## config.mk

```make
export PLATFORM = sky130hd
export DESIGN_NAME = spad_feature_loader
export DESIGN_NICKNAME = d
export VERILOG_FILES = /design/src/rtl/spad_feature_loader.sv
export SDC_FILE = /design/constraint.sdc
export NUM_CORES = 1
export LEC_CHECK = 0
export ABC_AREA = 1
export CAP_MARGIN = 10
export CORE_ASPECT_RATIO = 0.7
export CORE_MARGIN = 5
export CORE_UTILIZATION = 56
export CTS_BUF_LIST = sky130_fd_sc_hd__clkbuf_4
export DETAILED_ROUTE_END_ITERATION = 16
export GPL_ROUTABILITY_DRIVEN = 0
export GPL_TIMING_DRIVEN = 1
export PLACE_DENSITY = 0.95
export SYNTH_ARGS = -nofsm -noshare
export SYNTH_HDL_FRONTEND = slang
export SYNTH_SLANG_ARGS = --single-unit
```

## constraint.sdc

```tcl
create_clock -name clk -period 14.25 [get_ports clk]
set_clock_uncertainty 0.1 [all_clocks]
set_input_delay 2.85 -clock clk [delete_from_list [all_inputs] [get_ports clk]]
set_output_delay 2.85 -clock clk [all_outputs]
set_load 0.01 [all_outputs]
```

## src/rtl/spad_feature_loader.sv

```systemverilog
// rtl/spad_feature_loader.sv - feature RAM to scratchpad line loader
//
// Purpose: on start, reads N feature rows (N = 5, 3 or 1 by mode) of
// row_words 128-bit words each from the feature RAM, and writes every word
// into the scratchpad, tagged with its line number, under group_full
// backpressure. Completion is signalled with a one-cycle done pulse.
//
// Ports:
//   clk, rst           clock, synchronous active-high reset
//   start              begin a load (accepted only in IDLE)
//   kn_size_mode       line-count select, latched at start
//   base_addr          RAM address of line 0 word 0, latched at start
//   row_words          words per line, latched at start
//   row_stride         RAM address distance between lines, latched at start
//   busy, done         load in progress / one-cycle completion pulse
//   ram_rd_en          RAM read strobe
//   ram_addr           RAM read address
//   ram_rd_data        RAM read data, valid one cycle after ram_rd_en
//   wr_mem_line        scratchpad target line of the current write
//   spad_data          scratchpad write data
//   wr_en              scratchpad write strobe
//   group_full         scratchpad full; blocks reads and writes
module spad_feature_loader #(
  parameter int         KERNEL_SIZE        = 5,
  parameter int         DATA_BUS_WIDTH     = 128,
  parameter int         ADDR_W             = 12,
  parameter logic [1:0] KERNEL_SIZE_5_MODE = 2'd0,
  parameter logic [1:0] KERNEL_SIZE_3_MODE = 2'd1,
  parameter logic [1:0] KERNEL_SIZE_1_MODE = 2'd2
) (
  input  logic                      clk,
  input  logic                      rst,
  input  logic                      start,
  input  logic [1:0]                kn_size_mode,
  input  logic [ADDR_W-1:0]         base_addr,
  input  logic [7:0]                row_words,
  input  logic [ADDR_W-1:0]         row_stride,
  output logic                      busy,
  output logic                      done,
  output logic                      ram_rd_en,
  output logic [ADDR_W-1:0]         ram_addr,
  input  logic [DATA_BUS_WIDTH-1:0] ram_rd_data,
  output logic [3:0]                wr_mem_line,
  output logic [DATA_BUS_WIDTH-1:0] spad_data,
  output logic                      wr_en,
  input  logic                      group_full
);

  typedef enum logic [1:0] {
    S_IDLE,
    S_ISSUE,
    S_DRAIN,
    S_DONE
  } state_t;

  state_t state_q, state_d;

  // Latched load configuration
  logic [3:0]        n_lines_q, n_lines_d;
  logic [7:0]        row_words_q, row_words_d;
  logic [ADDR_W-1:0] stride_q, stride_d;

  // Issue position; line_addr_q holds base + line*stride
  logic [ADDR_W-1:0] line_addr_q, line_addr_d;
  logic [3:0]        line_q, line_d;
  logic [7:0]        word_q, word_d;

  // One read in flight (issued last cycle) and its line tag
  logic              inflight_q, inflight_d;
  logic [3:0]        inflight_tag_q, inflight_tag_d;

  // Two-entry holding FIFO between RAM return and scratchpad write
  logic [DATA_BUS_WIDTH-1:0] hold_data_q [2];
  logic [DATA_BUS_WIDTH-1:0] hold_data_d [2];
  logic [3:0]                hold_tag_q [2];
  logic [3:0]                hold_tag_d [2];
  logic                      hold_wr_ptr_q, hold_wr_ptr_d;
  logic                      hold_rd_ptr_q, hold_rd_ptr_d;
  logic [1:0]                hold_cnt_q, hold_cnt_d;

  logic       hold_empty;
  logic       push;
  logic       pop;
  logic       last_word;
  logic       last_line;
  logic [2:0] occ_eff;

  always_comb begin
    state_d        = state_q;
    n_lines_d      = n_lines_q;
    row_words_d    = row_words_q;
    stride_d       = stride_q;
    line_addr_d    = line_addr_q;
    line_d         = line_q;
    word_d         = word_q;
    hold_data_d    = hold_data_q;
    hold_tag_d     = hold_tag_q;
    hold_wr_ptr_d  = hold_wr_ptr_q;
    hold_rd_ptr_d  = hold_rd_ptr_q;

    hold_empty = (hold_cnt_q == 2'd0);
    wr_en      = !hold_empty && !group_full;
    pop        = wr_en;
    push       = inflight_q;

    // Occupancy the buffer will have once this cycle's pop and the in-flight
    // word have settled; counting the pop keeps reads streaming at one per
    // cycle while still bounding outstanding words to two.
    occ_eff   = 3'(hold_cnt_q) + 3'(inflight_q) - 3'(pop);
    ram_rd_en = (state_q == S_ISSUE) && !group_full && (occ_eff < 3'd2);
    ram_addr  = (state_q == S_ISSUE) ? (line_addr_q + ADDR_W'(word_q)) : '0;

    wr_mem_line = hold_empty ? 4'd0 : hold_tag_q[hold_rd_ptr_q];
    spad_data   = hold_empty ? '0   : hold_data_q[hold_rd_ptr_q];

    busy = (state_q == S_ISSUE) || (state_q == S_DRAIN);
    done = (state_q == S_DONE);

    last_word = (word_q == row_words_q - 8'd1);
    last_line = (line_q == n_lines_q - 4'd1);

    inflight_d     = ram_rd_en;
    inflight_tag_d = line_q;

    if (push) begin
      hold_data_d[hold_wr_ptr_q] = ram_rd_data;
      hold_tag_d[hold_wr_ptr_q]  = inflight_tag_q;
      hold_wr_ptr_d              = ~hold_wr_ptr_q;
    end
    if (pop) begin
      hold_rd_ptr_d = ~hold_rd_ptr_q;
    end
    hold_cnt_d = hold_cnt_q + 2'(push) - 2'(pop);

    case (state_q)
      S_IDLE: begin
        if (start) begin
          if (kn_size_mode == KERNEL_SIZE_3_MODE) begin
            n_lines_d = 4'd3;
          end else if (kn_size_mode == KERNEL_SIZE_1_MODE) begin
            n_lines_d = 4'd1;
          end else if (kn_size_mode == KERNEL_SIZE_5_MODE) begin
            n_lines_d = 4'(KERNEL_SIZE);
          end else begin
            n_lines_d = 4'(KERNEL_SIZE);
          end
          row_words_d = row_words;
          stride_d    = row_stride;
          line_addr_d = base_addr;
          line_d      = 4'd0;
          word_d      = 8'd0;
          // An empty load passes through DRAIN (already empty) so busy is
          // shown for one cycle before the done pulse.
          state_d     = (row_words == 8'd0) ? S_DRAIN : S_ISSUE;
        end
      end
      S_ISSUE: begin
        if (ram_rd_en) begin
          if (last_word) begin
            word_d      = 8'd0;
            line_d      = line_q + 4'd1;
            line_addr_d = line_addr_q + stride_q;
            if (last_line) begin
              state_d = S_DRAIN;
            end
          end else begin
            word_d = word_q + 8'd1;
          end
        end
      end
      S_DRAIN: begin
        // Leave as the final word is written so done follows it directly.
        if (!inflight_q && ((hold_cnt_q == 2'd0) || ((hold_cnt_q == 2'd1) && pop))) begin
          state_d = S_DONE;
        end
      end
      S_DONE: begin
        state_d = S_IDLE;
      end
      default: begin
        state_d = S_IDLE;
      end
    endcase
  end

  always_ff @(posedge clk) begin
    if (rst) begin
      state_q        <= S_IDLE;
      n_lines_q      <= 4'd0;
      row_words_q    <= 8'd0;
      stride_q       <= '0;
      line_addr_q    <= '0;
      line_q         <= 4'd0;
      word_q         <= 8'd0;
      inflight_q     <= 1'b0;
      inflight_tag_q <= 4'd0;
      hold_wr_ptr_q  <= 1'b0;
      hold_rd_ptr_q  <= 1'b0;
      hold_cnt_q     <= 2'd0;
    end else begin
      state_q        <= state_d;
      n_lines_q      <= n_lines_d;
      row_words_q    <= row_words_d;
      stride_q       <= stride_d;
      line_addr_q    <= line_addr_d;
      line_q         <= line_d;
      word_q         <= word_d;
      inflight_q     <= inflight_d;
      inflight_tag_q <= inflight_tag_d;
      hold_wr_ptr_q  <= hold_wr_ptr_d;
      hold_rd_ptr_q  <= hold_rd_ptr_d;
      hold_cnt_q     <= hold_cnt_d;
    end
  end

  // Payload storage needs no reset: outputs are masked while the FIFO is empty.
  always_ff @(posedge clk) begin
    hold_data_q <= hold_data_d;
    hold_tag_q  <= hold_tag_d;
  end

endmodule
```

==> results list <==
* Status: complete, no violations
- TritonCTS built the clock tree.
* Critical Path Source Type: primary input
- Post-Synthesis Cell Area: ~14,000 um^2
* Floorplan die area: around 28,000 um^2
- Critical path required time: 11.30 ns
* Root buf cell: sky130_fd_sc_hd__clkbuf_4
- Antenna-violating nets left: 0
* Share of layout cells above drive strength 1: a little under 9%
- Setup repair after global routing left no endpoint under its margin.
- For the worst-skew pair, the clock arrives at the later sink with an insertion delay of between 0.6 and 0.7 ns.
* Overflow after GRT: 0
- After detailed routing, the number of remaining DRC violations is 0.
* Clock network power share: between 20% and 30%
- For this run, the number of Yosys warnings is 0.
* Max Clk Rate: about 120 MHz
- Number of buffers added to fix hold violations after cts: 0
- The routed design has between 30,000 and 40,000 um of wire.
- IR analysis of the VDD net gives a maximum drop of 0.1193 mV.
- Setup violations remaining at the end of the flow were counted as 0.
- The final number of max-transition violations is 0.
- TritonRoute pass-1 iters: 6
- Minimum clock period: 8.324 ns
* Std cell rows: 48
- Category of the most critical setup path: primary input to primary output
- Critical-path maximum fanout: 4
* Net switching share of the total power: around 36%
- In this run the tool buffered the top-level ports with 313 buffer cells.
* Vias after detailed routing: 11,080
- Met3 track demand over resource: 7.716%
- Data on the critical path arrives at its endpoint at about 5.4 ns.
- After synthesis, the mean cell area works out to roughly 10 um^2.
- Filler cell count: 1,518
- Synthesis inferred around 320 register bits.
* Worst Max-Slew Pin Slew: between 1 and 1.5 ns
* Global-route usage over all layers: 26.37%
- Die width: 197.1 um
- TritonCTS created just under 80 clock buffers.
- Sequential cells were found to cover 66.20% of the synthesized design area.
* Reported net switching power: 1.105 mW
- Die extent in y: ~140 um
* Worst path max stage delay: about 0.55 ns
- Final Net Count: 1,850
- Part of the total power dissipated in sequential elements: 38.2%
- Sum Neg Setup Slack: 0 ns
- Combinational logic burns between 30 and 40% of the power.
* Global routing's busiest layer: met2
- Final Hold Fails: 0
- Static power due to leakage: 6.802 nW
* Antenna violations before repair: 3
- The tool flagged a number of max-cap violations equal to 0.
- Clk slew on worst S/H paths: around 0.070 ns
* Placed wire-length estimate: 25,210 um
* Crit share post-route: about three fifths
- Worst min-delay path category: flip-flop to flip-flop
* Master of the slowest instance on the critical path: sky130_fd_sc_hd__clkdlybuf4s50_1
- Max transition margin: 29.38%
- After detailed routing, the number of vias per cell comes to between 5 and 6.
- Cells after Synth: 1,309
- The area growth from synthesis to layout is 32.25%.
* Deepest clock path buffer count: 3
* Total power after layout: approximately 3.1 mW
- Total clock sinks: roughly 320
- Average routed wire per standard cell: 18.65 um
- Gates resized during post-CTS repair numbered 0.
* Nature of the critical path endpoint: primary output
- The H-tree was split into 3 levels.
* Synth cell types: 38
- For met2 alone, demand over resource in global routing was roughly 43%.
- Count of boundary I/O pins: between 300 and 400
* First-pass GRT wire length: 57,640 um
- Core footprint: 24,380 um^2
- Initial core utilization: 56.31%
- The signal on the critical path passes through clkdlybuf4s50_1 > nor2_1 > ha_1 > inv_1 > ha_1 > fa_1 > xor2_1 > nand4_1 > inv_1 > clkdlybuf4s50_1.
- GRT met1 Usage: 32.82%
* Internal cell power: ~2 mW
- Syn nets: 1,509
- The number of global-route vias before repair was around 11,000.
* Power density of the placed cells: roughly 170 nW/um^2
- After the first detailed-routing iteration, the DRC count stood at between 700 and 800.
- Entering global routing, the biggest net connects 95 pins.
- After clock tree synthesis, the setup repair step added 0 buffers.
## power by group through the flow
| stage | Clock, mW | Sequential [mW] | Combinational (mW) |
|---|---|---|---|
| 6_report | 0.789 | 1.18 | 1.12 |
| 5_1_grt | 0.859 | 1.19 | 1.22 |
| 4_1_cts | 0.806 | 1.18 | 1.12 |
| 3_5_place_dp | 0 | 1.20 | 1.11 |
| 3_3_place_gp | 0 | 1.19 | 1.07 |
| 2_1_floorplan | 0 | 1.18 | 0.640 |
## synthesized netlist by cell type, drive strengths merged
library cell | count | area (um^2)
nand3 | 43 | 215.2
edfxtp | 264 | 7928
clkbuf | 49 | 183.9
xnor2 | 8 | 70.07
o2111ai | 1 | 8.760
nor3 | 6 | 30.03
o21a | 1 | 7.510
nor2 | 100 | 382.9
a21oi | 180 | 900.9
a31oi | 2 | 12.51
o21ai | 40 | 204.0
dfxtp | 58 | 1161
o22ai | 1 | 6.260
buf | 11 | 71.31
inv | 70 | 262.8
fa | 3 | 60.06
ha | 31 | 387.9
or2 | 2 | 12.52
xor2 | 17 | 148.9
nor4 | 1 | 6.260
nand3b | 3 | 22.52
nand4 | 8 | 50.05
clkinv | 2 | 12.51
nand2 | 406 | 1555
o211ai | 2 | 28.78
## layer usage
layer | vias up | part of all wire (%) | routed length [um]
met3 | 128 | 9.2 | 3499
li1 | 5197 | - | -
met1 | 5186 | 39 | 14640
met2 | 567 | 48 | 18160
met4 | 2 | 4.4 | 1676
met5 | - | 0.034 | 13
## worst max-delay path: cells and delay by family
| kind | cells | cell delay [ns] |
|---|---|---|
| adder cells (fa/ha/maj) | 3 | 0.95 |
| AND/OR/NAND/NOR | 2 | 0.23 |
| XOR/XNOR | 1 | 0.15 |
| buffers and inverters | 4 | 1.20 |
## worst paths after layout
check / from / end / slack (ns) / cells after the start
worst max-delay path: group_full / ram_rd_en / 5.93 / 10
worst min-delay path: inflight_tag_q[0]$_SDFF_PP0_ / hold_tag_q[0]$_DFFE_PP_ / 0.32 / 0
worst max register to register: hold_cnt_q[1]$_SDFF_PP0_ / word_q[0]$_SDFFE_PP0P_ / 10.31 / 14
worst min register to register: inflight_tag_q[0]$_SDFF_PP0_ / hold_tag_q[0]$_DFFE_PP_ / 0.32 / 0
## registers in the layout, indices dropped and copies added, names as in the netlist
register,cells
hold_cnt_q,2
n_lines_q,3
inflight_q,1
hold_data_q,256
stride_q,12
hold_wr_ptr_q,1
hold_rd_ptr_q,1
inflight_tag_q,4
row_words_q,8
word_q,8
state_q,2
hold_tag_q,8
line_addr_q,12
inflight_tag_d,4
## cells by family (layout without fill, tap and decap cells)
kind of cell	after synthesis	count (layout)	share of synthesized area, %
AO/OA/AOI/OAI	227	227	8.512
XOR/XNOR	25	25	1.595
adder cells (fa/ha/maj)	34	34	3.263
buffers and inverters	132	533	3.864
flip-flops	322	322	66.20
other	0	2	0
AND/OR/NAND/NOR	569	569	16.57
## per-stage QoR
step           setup slack, ns  util, %  std cells  hold slack, ns  instance area [um^2]
2_1_floorplan            6.994        -       1309          0.3037                 13730
3_3_place_gp             5.993    70.15       1896          0.3065                 17110
3_5_place_dp             5.898    70.15       1896          0.3150                 17110
4_1_cts                  5.893    74.45       2035          0.3305                 18150
5_1_grt                  5.753    74.47       2037          0.3387                 18160
6_report                 5.926    74.47       2037          0.3249                 18160
## layout by cell type (no fill, tap or decap), drive strengths merged, types with 3 or more instances in the layout
cell           count
bufinv             3
o21ai             40
nand3b             3
nand3             43
clkdlybuf4s50    313
xor2              17
inv               72
nand4              8
a21oi            180
clkinv            20
fa                 3
edfxtp           264
nor3               6
dfxtp             58
nor2             100
xnor2              8
clkbuf           114
ha                31
buf                9
nand2            406
## layout make-up
class                      instances  area (um^2)  area share (%)
sequential                       322         9092           50.08
inverter                          72        280.3           1.544
clock inverter                    25        191.4           1.054
multi-input combinational        855         4125           22.72
antenna                            2        5.005         0.02756
clock buffer                     114        855.8           4.713
tap                              325        406.6           2.240
timing repair buffer             322         3201           17.63
Power figures use the tool's default switching activity.
